--- config.mk ---
export PLATFORM = sky130hd
export DESIGN_NAME = div_sched
export DESIGN_NICKNAME = d
export VERILOG_FILES = /design/src/rtl/div_sched_pkg.sv /design/src/rtl/div_sched.sv
export SDC_FILE = /design/constraint.sdc
export NUM_CORES = 1
export LEC_CHECK = 0
export ABC_CLOCK_PERIOD_IN_PS = 3500
export CAP_MARGIN = 0
export CORE_MARGIN = 1
export CORE_UTILIZATION = 47
export DETAILED_ROUTE_END_ITERATION = 8
export GPL_TIMING_DRIVEN = 0
export PLACE_DENSITY = 0.95
export SYNTH_ARGS = -nofsm -noshare
export SYNTH_HDL_FRONTEND = slang
export SYNTH_SLANG_ARGS = --single-unit
--- constraint.sdc ---
create_clock -name clk -period 3.5 [get_ports clk]
set_input_delay 0.35 -clock clk [delete_from_list [all_inputs] [get_ports clk]]
set_output_delay 0.35 -clock clk [all_outputs]
set_load 0.02 [all_outputs]
--- src/rtl/div_sched_pkg.sv ---
// div_sched_pkg: state encodings, widths and bundles shared by the
// EX-side divide sequencer.
package div_sched_pkg;

   localparam int DIV_TIMEOUT = 48;
   localparam int DIV_CNT_W   = 6;
   localparam int DREG_W      = 64;

   localparam logic DIV_START            = 1'b1;
   localparam logic DIV_STOP             = 1'b0;
   localparam logic DIV_RESULT_READY     = 1'b1;
   localparam logic DIV_RESULT_NOT_READY = 1'b0;

   typedef enum logic [1:0] {
      DIV_SCHED_IDLE = 2'd0,
      DIV_SCHED_BUSY = 2'd1,
      DIV_SCHED_DONE = 2'd2
   } div_state_e;

   typedef struct packed {
      logic        sgn;
      logic [31:0] op1;
      logic [31:0] op2;
   } div_op_t;

endpackage

--- src/rtl/div_sched.sv ---
// div_sched: launches a divide on the shared divider, stalls EX until
// the result lands, and holds {rem, quot} while EX is frozen.
module div_sched
   import div_sched_pkg::*;
#(
   parameter int TIMEOUT = DIV_TIMEOUT,
   parameter int CNT_W   = DIV_CNT_W
) (
   input  logic              clk,
   input  logic              rst,
   input  logic              req_i,
   input  logic              signed_i,
   input  logic [31:0]       op1_i,
   input  logic [31:0]       op2_i,
   input  logic              ex_stall_i,
   input  logic              flush_i,
   input  logic              div_ready_i,
   input  logic [DREG_W-1:0] div_result_i,
   output logic              div_start_o,
   output logic              div_annul_o,
   output logic              div_signed_o,
   output logic [31:0]       div_op1_o,
   output logic [31:0]       div_op2_o,
   output logic [DREG_W-1:0] result_o,
   output logic              result_valid_o,
   output logic              stallreq_o,
   output logic              err_o
);

   localparam logic [CNT_W-1:0] CNT_LAST = CNT_W'(TIMEOUT - 1);

   div_state_e        state_q, state_d;
   logic [CNT_W-1:0]  cnt_q, cnt_d;
   div_op_t           op_q, op_d;
   logic              start_q, start_d;
   logic              annul_q, annul_d;
   logic              err_q, err_d;
   logic              valid_q, valid_d;
   logic [DREG_W-1:0] res_q, res_d;

   logic launch;
   logic kill;
   logic ready;
   logic expired;

   assign launch  = (state_q == DIV_SCHED_IDLE) & req_i & ~flush_i;
   // A vanished request while busy is treated as a flush.
   assign kill    = flush_i | ~req_i;
   assign ready   = (div_ready_i == DIV_RESULT_READY);
   assign expired = (cnt_q == CNT_LAST)
                  & (div_ready_i == DIV_RESULT_NOT_READY);

   assign stallreq_o = launch | (state_q == DIV_SCHED_BUSY);

   always_comb begin
      state_d = state_q;
      cnt_d   = cnt_q;
      op_d    = op_q;
      start_d = start_q;
      annul_d = 1'b0;
      err_d   = 1'b0;
      valid_d = valid_q;
      res_d   = res_q;
      unique case (state_q)
         DIV_SCHED_IDLE: begin
            if (launch) begin
               op_d.sgn = signed_i;
               op_d.op1 = op1_i;
               op_d.op2 = op2_i;
               start_d  = DIV_START;
               cnt_d    = '0;
               state_d  = DIV_SCHED_BUSY;
            end
         end
         DIV_SCHED_BUSY: begin
            cnt_d = cnt_q + 1'b1;
            if (kill) begin
               annul_d = 1'b1;
               start_d = DIV_STOP;
               state_d = DIV_SCHED_IDLE;
            end else if (ready) begin
               res_d   = div_result_i;
               valid_d = 1'b1;
               start_d = DIV_STOP;
               state_d = DIV_SCHED_DONE;
            end else if (expired) begin
               // Watchdog: retire the instruction with HI=LO=0.
               annul_d = 1'b1;
               err_d   = 1'b1;
               res_d   = '0;
               valid_d = 1'b1;
               start_d = DIV_STOP;
               state_d = DIV_SCHED_DONE;
            end
         end
         DIV_SCHED_DONE: begin
            if (~ex_stall_i | flush_i) begin
               valid_d = 1'b0;
               state_d = DIV_SCHED_IDLE;
            end
         end
         default: begin
            state_d = DIV_SCHED_IDLE;
            start_d = DIV_STOP;
            valid_d = 1'b0;
         end
      endcase
   end

   always_ff @(posedge clk or negedge rst) begin
      if (!rst) begin
         state_q <= DIV_SCHED_IDLE;
         cnt_q   <= '0;
         op_q    <= '0;
         start_q <= DIV_STOP;
         annul_q <= 1'b0;
         err_q   <= 1'b0;
         valid_q <= 1'b0;
         res_q   <= '0;
      end else begin
         state_q <= state_d;
         cnt_q   <= cnt_d;
         op_q    <= op_d;
         start_q <= start_d;
         annul_q <= annul_d;
         err_q   <= err_d;
         valid_q <= valid_d;
         res_q   <= res_d;
      end
   end

   assign div_start_o    = start_q;
   assign div_annul_o    = annul_q;
   assign div_signed_o   = op_q.sgn;
   assign div_op1_o      = op_q.op1;
   assign div_op2_o      = op_q.op2;
   assign result_o       = res_q;
   assign result_valid_o = valid_q;
   assign err_o          = err_q;

   a_annul_pulse : assert property (
      @(posedge clk) disable iff (!rst)
      annul_q |=> !annul_q);

   a_busy_hold : assert property (
      @(posedge clk) disable iff (!rst)
      (state_q == DIV_SCHED_BUSY && state_d == DIV_SCHED_BUSY)
      |=> ($stable(op_q) && start_q));

   a_done_nostall : assert property (
      @(posedge clk) disable iff (!rst)
      (state_q == DIV_SCHED_DONE) |-> !stallreq_o);

endmodule

==> flow_summary.toml, run 1 <==
[clock_tree]
hold_buffers = 0
cts_sinks = 141
postCtsResizedCells = 0
clock_latency_ns = 0.41
ctsHtreeMaxLevel = 4
path_clk_slew_ns = 0.06
cts_tree = "yes"
cts_setup_buffers = 0
root_buffer = "clkbuf_16"
clk_path_buf_depth = 2
numCtsBuffers = 17

[synth]
synth-seq-cells = 141
synthMuxAreaShare = 0.224
synth_commonest_cells = "141 x dfrtp_1, 67 x nand2b_1, 67 x o21ai_0"
yosys.area.top_type = "dfrtp_1"
yosysTopAreaCellShare = 0.532
ys_seq_area_frac = 0.532
synth-edff-count = 0
synthArstFlopShare = 1.00
synth_nets = 685
synth_fa_ha_area_frac = 0.00189
ys.flop_type = "dfrtp_1"
yosysWarningCount = 0
yosysMostFrequentCell = "dfrtp_1"
synthCells = 549
ys_top_cells_by_area = "dfrtp_1 53%, mux2i_1 9.8%, mux2_4 6.3%"
synth_top_family_by_area = "multiplexers"
synth_cell_types = 33
synth-compound-area-share = 0.0632
syn_area_um2 = 6630
synthSimpleGateAreaFrac = 0.143
synth_xor_area_frac = 0
syn_area_per_cell_um2 = 12.1

[final_layout]
diodes = 0
area_growth_pct = 52.9
num-nets-final = 972
post_route_cells_drive_above_1_share = 0.134

[die]
io_pins = 269
die_x_um = 121
placementRows = 43
die_y_um = 121
dieArea_um2 = 14600
coreArea_um2 = 13800
initial_utilization = 0.480

[critical_path]
rr_startpoint = "cnt_q[0]"
worst_ep_arrival_time_ns = 2.16
slowest_delay_ns = 0.72
cp_cell_sequence = "clkdlybuf4s50_1 -> nand2b_1 -> a21oi_1 -> clkdlybuf4s50_1"
criticalPathCategory = "input pin to output pin"
start_kind = "input pin"
critPathCaptureType = "output pin"
cp-startpoint = "flush_i"
slowest_stage = "clkdlybuf4s50_1"
cpMostUsedCell = "clkdlybuf4s50_1"
crit_required_ns = 3.15
cp_max_fo = 6

[pwr]
p_sw_frac = 0.266
peakVddDrop_v = 0.000292
p_int_mw = 3.61
seqPwrFrac = 0.396
p_switching_mw = 1.31
p_clk_frac = 0.358
power_density_nw_per_um2 = 485
pwr-share-comb = 0.246
p_leak_nw = 4.11

[sta]
finalHoldViolCount = 22
fmax_mhz = 398
slew_viol_final = 0
fin_ws_ns = 0.987
holdWs_ns = -0.0121
period_needed_ns = 2.51
maxSlewHeadroom = 0.494
worst_pin_slew_ns = 0.759
rsz0062_at_grt = "false"
setup_viol = 0
skew_ns = 0.00729
finalCritPeriodShare = 0.718

[outcome]
violations = "negative hold slack"
run_status = "finished, violations left"

[run]
maxCapViolCount = 0

[global_routing]
antenna_found_initial = 0
grt_usage = 0.248
grt_pass1_wl_um = 27800
grt-ovfl-total = 0
grt_pass1_vias = 5421
grt_max_degree = 81

[placement]
routabilityCongestion = 0.783
port_buffers = 267
post-place-ws_ns = 0.948
hpwl_um = 12600

[min_path]
min_path_type = "input pin to asynchronous set/reset pin"

[route]
dr.pass1.iters = 4
vias_per_cell = 5.06
drc = 0
ant_nets = 0
vias = 5199
drt_iter0_markers = 237
wirelength_um = 17200
wl_per_cell_um = 16.8
[layer usage]
metal,vias to the layer above,GRT usage,part of all wire
li1,2458,-,-
met1,2530,0.304,0.41
met4,0,0.0926,0.022
met2,178,0.418,0.50
met3,33,0.0660,0.061
met5,-,0,0
[area by class of cell]
| cell class | instances | area (µm²) |
|---|---|---|
| Tap cell | 180 | 225 |
| Clock inverter | 11 | 118 |
| Buffer | 38 | 218 |
| Sequential cell | 141 | 3530 |
| Multi-Input combinational cell | 366 | 2870 |
| Fill cell | 937 | 3680 |
| Clock buffer | 20 | 467 |
| Timing Repair Buffer | 268 | 2700 |
| Inverter | 4 | 15.0 |
[state kept, by name, indices dropped and copies added, names as in the netlist, 2 cells and up]
name	count
result_o	64
div_op1_o	32
div_op2_o	32
cnt_q	6
state_q	2
[path summary, 6_finish.rpt]
kind                            endpoint  cells past startpoint  slack (ns)
max reg2reg                 result_o[12]                      6        1.23
max in group asynchronous  div_op2_o[13]                      2        2.76
max                           stallreq_o                      4        0.99
min reg2reg                div_op2_o[13]                      1        0.50
min in group clk            result_o[38]                      3        0.44
min                         result_o[22]                      1       -0.01
[power groups by stage]
| stage | combinational (mW) | sequential, mW | clock (mW) |
|---|---|---|---|
| after floorplan | 0.353 | 2.18 | 0 |
| after global placement | 1.19 | 1.95 | 0 |
| after detailed placement | 1.22 | 1.97 | 0 |
| after CTS | 1.22 | 1.95 | 1.79 |
| after global routing | 1.29 | 1.97 | 1.87 |
| final | 1.21 | 1.95 | 1.76 |
[per-stage QoR]
step           total power, mW  instance area [µm²]  instances  setup TNS (ns)   util
6_report                  4.92                10100       1028               0  0.734
2_1_floorplan             2.54                 6630        549               0      -
3_5_place_dp              3.19                 9560        997               0  0.691
3_3_place_gp              3.14                 9530        996         -510.58  0.689
4_1_cts                   4.96                10100       1028               0  0.734
5_1_grt                   5.13                10100       1028               0  0.734
[cell families (layout without fill, tap and decap cells)]
group	count (synthesis)	in the layout
AO/OA/AOI/OAI	80	80
multiplexers	130	130
buffers and inverters	42	341
flip-flops	141	141
AND/OR/NAND/NOR	155	155
adder cells (fa/ha/maj)	1	1
[cell usage in the layout (no fill, tap or decap), types with 2 or more instances in the layout]
master and instances:
clkdlybuf4s50_1 266, dfrtp_1 141, nand2b_1 67, o21ai_0 67
mux2i_1 65, and2_1 63, mux2_2 37, mux2_4 28
clkbuf_1 22, clkbuf_16 17, buf_2 9, nand2_1 8
a21oi_1 5, nand3_1 5, clkinv_2 5, inv_1 4
buf_6 3, nor3_1 3, o211ai_1 3, clkbuf_8 3
o31ai_1 2, buf_12 2, nor3b_1 2, clkinv_4 2
bufinv_16 2, clkinvlp_4 2
[worst max-delay path, delay by kind of cell]
family                 cells  cell delay, ns
and+or+nand+nor            1            0.25
AOI/OAI and AO/OA          1            0.36
buffers and inverters      2            1.20
Note: power is estimated with default switching activity, not from simulation.
==> run 2, diff against run 1 <==
--- a/config.mk
+++ b/config.mk
@@ -5,13 +5,13 @@
 export SDC_FILE = /design/constraint.sdc
 export NUM_CORES = 1
 export LEC_CHECK = 0
-export ABC_CLOCK_PERIOD_IN_PS = 3500
+export ABC_CLOCK_PERIOD_IN_PS = 2400
 export CAP_MARGIN = 0
 export CORE_MARGIN = 1
-export CORE_UTILIZATION = 47
+export CORE_UTILIZATION = 44
 export DETAILED_ROUTE_END_ITERATION = 8
 export GPL_TIMING_DRIVEN = 0
-export PLACE_DENSITY = 0.95
+export PLACE_DENSITY = 0.9
 export SYNTH_ARGS = -nofsm -noshare
 export SYNTH_HDL_FRONTEND = slang
 export SYNTH_SLANG_ARGS = --single-unit
==> constraint.sdc (replaced) <==
create_clock -name clk -period 2.4 [get_ports clk]
set_input_delay 0.24 -clock clk [delete_from_list [all_inputs] [get_ports clk]]
set_output_delay 0.24 -clock clk [all_outputs]
set_load 0.02 [all_outputs]
==> run 2 against run 1 <==
  * Setup slack worse by 0.92 ns
  * Flip-flop and latch count unchanged
  * Combinational power up 45%
  * Total power up 45%
  * Clock-buffer cell count unchanged
  * Sequential power up 46%
  * Design area about the same
  * Routed wire length down 1.4%
  * The flow finishes with violations (design-rule violations)
  * Register-to-register slack worse by 0.90 ns
  * Cell count up 0.58%
  * Sequential share of layout area about the same
  * Clock skew up 0.00084 ns
==> flow_summary.toml, run 2 (synthesis results as in run 1) <==
[pwr]
p_leak_nw = 4.11
power_density_nw_per_um2 = 703
p_clk_frac = 0.356
p_int_mw = 5.18
peakVddDrop_v = 0.000580
p_sw_frac = 0.275
power_mw = 7.14
seqPwrFrac = 0.397
p_switching_mw = 1.96
pwr-share-comb = 0.247

[final_layout]
stdcell_count = 1034
final_common_cell = "clkdlybuf4s50_1"
final_cell_mix = "266 x clkdlybuf4s50_1, 141 x dfrtp_1, 67 x nand2b_1, 67 x o21ai_0, 65 x mux2i_1"
area_growth_pct = 53.1
fill_cells = 1080
ff_latch_area_um2 = 3530
utilization = 0.693
diodes = 0
post_route_cells_drive_above_1_share = 0.136
num-nets-final = 973
multi_input_area_um2 = 2870
largest_register_ffs = 64

[run]
maxCapViolCount = 0

[critical_path]
crit_required_ns = 2.16
critPathCaptureType = "output pin"
cp_cell_sequence = "clkdlybuf4s50_1 -> nand2b_1 -> a21oi_1 -> clkdlybuf4s50_1"
criticalPathCategory = "input pin to output pin"
crit_family = "buffers and inverters"
worst_ep_arrival_time_ns = 2.10
cp-startpoint = "flush_i"
path_buf_inv = 2
slowest_stage = "clkdlybuf4s50_1"
slowest_delay_ns = 0.72
start_kind = "input pin"
cpMostUsedCell = "clkdlybuf4s50_1"
rr_startpoint = "state_q[1]"
cp_max_fo = 6

[die]
dieArea_um2 = 15600
initial_utilization = 0.453
io_pins = 269
placementRows = 44
die_x_um = 125
coreArea_um2 = 14600
die_y_um = 125

[route]
wl_met1_um = 7160
wl_met2_um = 8310
vias = 5117
vias_per_cell = 4.95
top_layer_used = "met4"
dr_wl_met3_um = 1160
drc = 34
drt_iter0_markers = 287
wl_per_cell_um = 16.4
wirelength_um = 17000
ant_nets = 0
dr.pass1.iters = 8

[placement]
place_inst = 1001
port_buffers = 267
routabilityCongestion = 0.768
hpwl_um = 12200
post-place-ws_ns = 0.0102

[sta]
maxSlewHeadroom = 0.637
period_needed_ns = 2.34
rsz0062_at_grt = "false"
setup_viol = 0
finalCritPeriodShare = 0.973
slew_viol_final = 0
fin_ws_ns = 0.0640
skew_ns = 0.00813
fmax_mhz = 428
worst_pin_slew_ns = 0.545
finalHoldViolCount = 0
holdWs_ns = 0.334

[clock_tree]
cts_setup_buffers = 0
clock_latency_ns = 0.41
clk_path_buf_depth = 2
cts_tree = "yes"
ctsHtreeMaxLevel = 4
path_clk_slew_ns = 0.06
root_buffer = "clkbuf_16"
numCtsBuffers = 17
cts_sinks = 141

[global_routing]
grt_pass1_vias = 5552
grt-ovfl-total = 0
grt_pass1_wl_um = 28400
grt_max_degree = 88
antenna_found_initial = 0
grt_usage = 0.231

[outcome]
run_status = "finished, violations left"
violations = "design-rule violations"

[min_path]
hp-start = "div_ready_i"
min_path_type = "input pin to flop"
run 2: changes by cell type in the layout (fill, tap and decap cells not counted):
cell | previous run | this run
bufinv_16 | 2 | 1
clkbuf_1 | 22 | 21
clkbuf_2 | 1 | 2
clkinv_2 | 5 | 3
clkinv_4 | 2 | 1
clkinvlp_4 | 2 | 4
dlygate4sd3_1 | 0 | 1
inv_6 | 0 | 3
run 2: worst paths after layout:
path	endpoint	slack, ns	cells past startpoint
min in group asynchronous	div_op2_o[17]	0.36	2
hold reg to reg	div_op2_o[21]	0.51	1
hold / removal	result_o[42]	0.33	3
setup / recovery	stallreq_o	0.06	4
max in group asynchronous	result_o[3]	1.23	3
setup reg to reg	result_o[31]	0.33	7
run 2: cell type report:
| cell class | instances | area share |
|---|---|---|
| plain buffers | 38 | 0.0216 |
| clock buffers | 20 | 0.0460 |
| flip-flops and latches | 141 | 0.348 |
| repair buffers | 269 | 0.267 |
| well taps | 184 | 0.0227 |
| multi-input cells | 366 | 0.283 |
| inverters | 4 | 0.00148 |
| clock inverters | 12 | 0.0108 |
run 2: what timing repair did:
action	CTS	global route
hold buffers	1	0
endpoints found under the hold margin	54	0
setup endpoints to repair	0	48
gates resized for setup	0	2
run 2: power groups by stage:
stage	combinational [mW]	sequential, mW	clock, mW
after global routing	1.88	2.87	2.72
after global placement	1.74	2.85	0
after floorplan	0.515	3.18	0
final	1.76	2.84	2.54
after CTS	1.78	2.83	2.61
after detailed placement	1.77	2.87	0
run 2: stage by stage:
stage | setup TNS, ns | instance area, µm²
final | 0 | 10200
after global placement | -658.02 | 9530
after CTS | 0 | 10100
after detailed placement | 0 | 9560
after global routing | 0 | 10200
after floorplan | 0 | 6630
run 2: per-layer routing:
metal  global-route usage  up-vias
met1                0.283     2465
met2                0.384      172
met4               0.0806        0
met5                    0        -
li1                     -     2455
met3               0.0739       25
run 2: worst min-delay path, delay by kind of cell:
kind | cells | cell delay, ns
compound gates | 1 | 0.06
buf+inv | 1 | 0.25
simple gates | 1 | 0.15
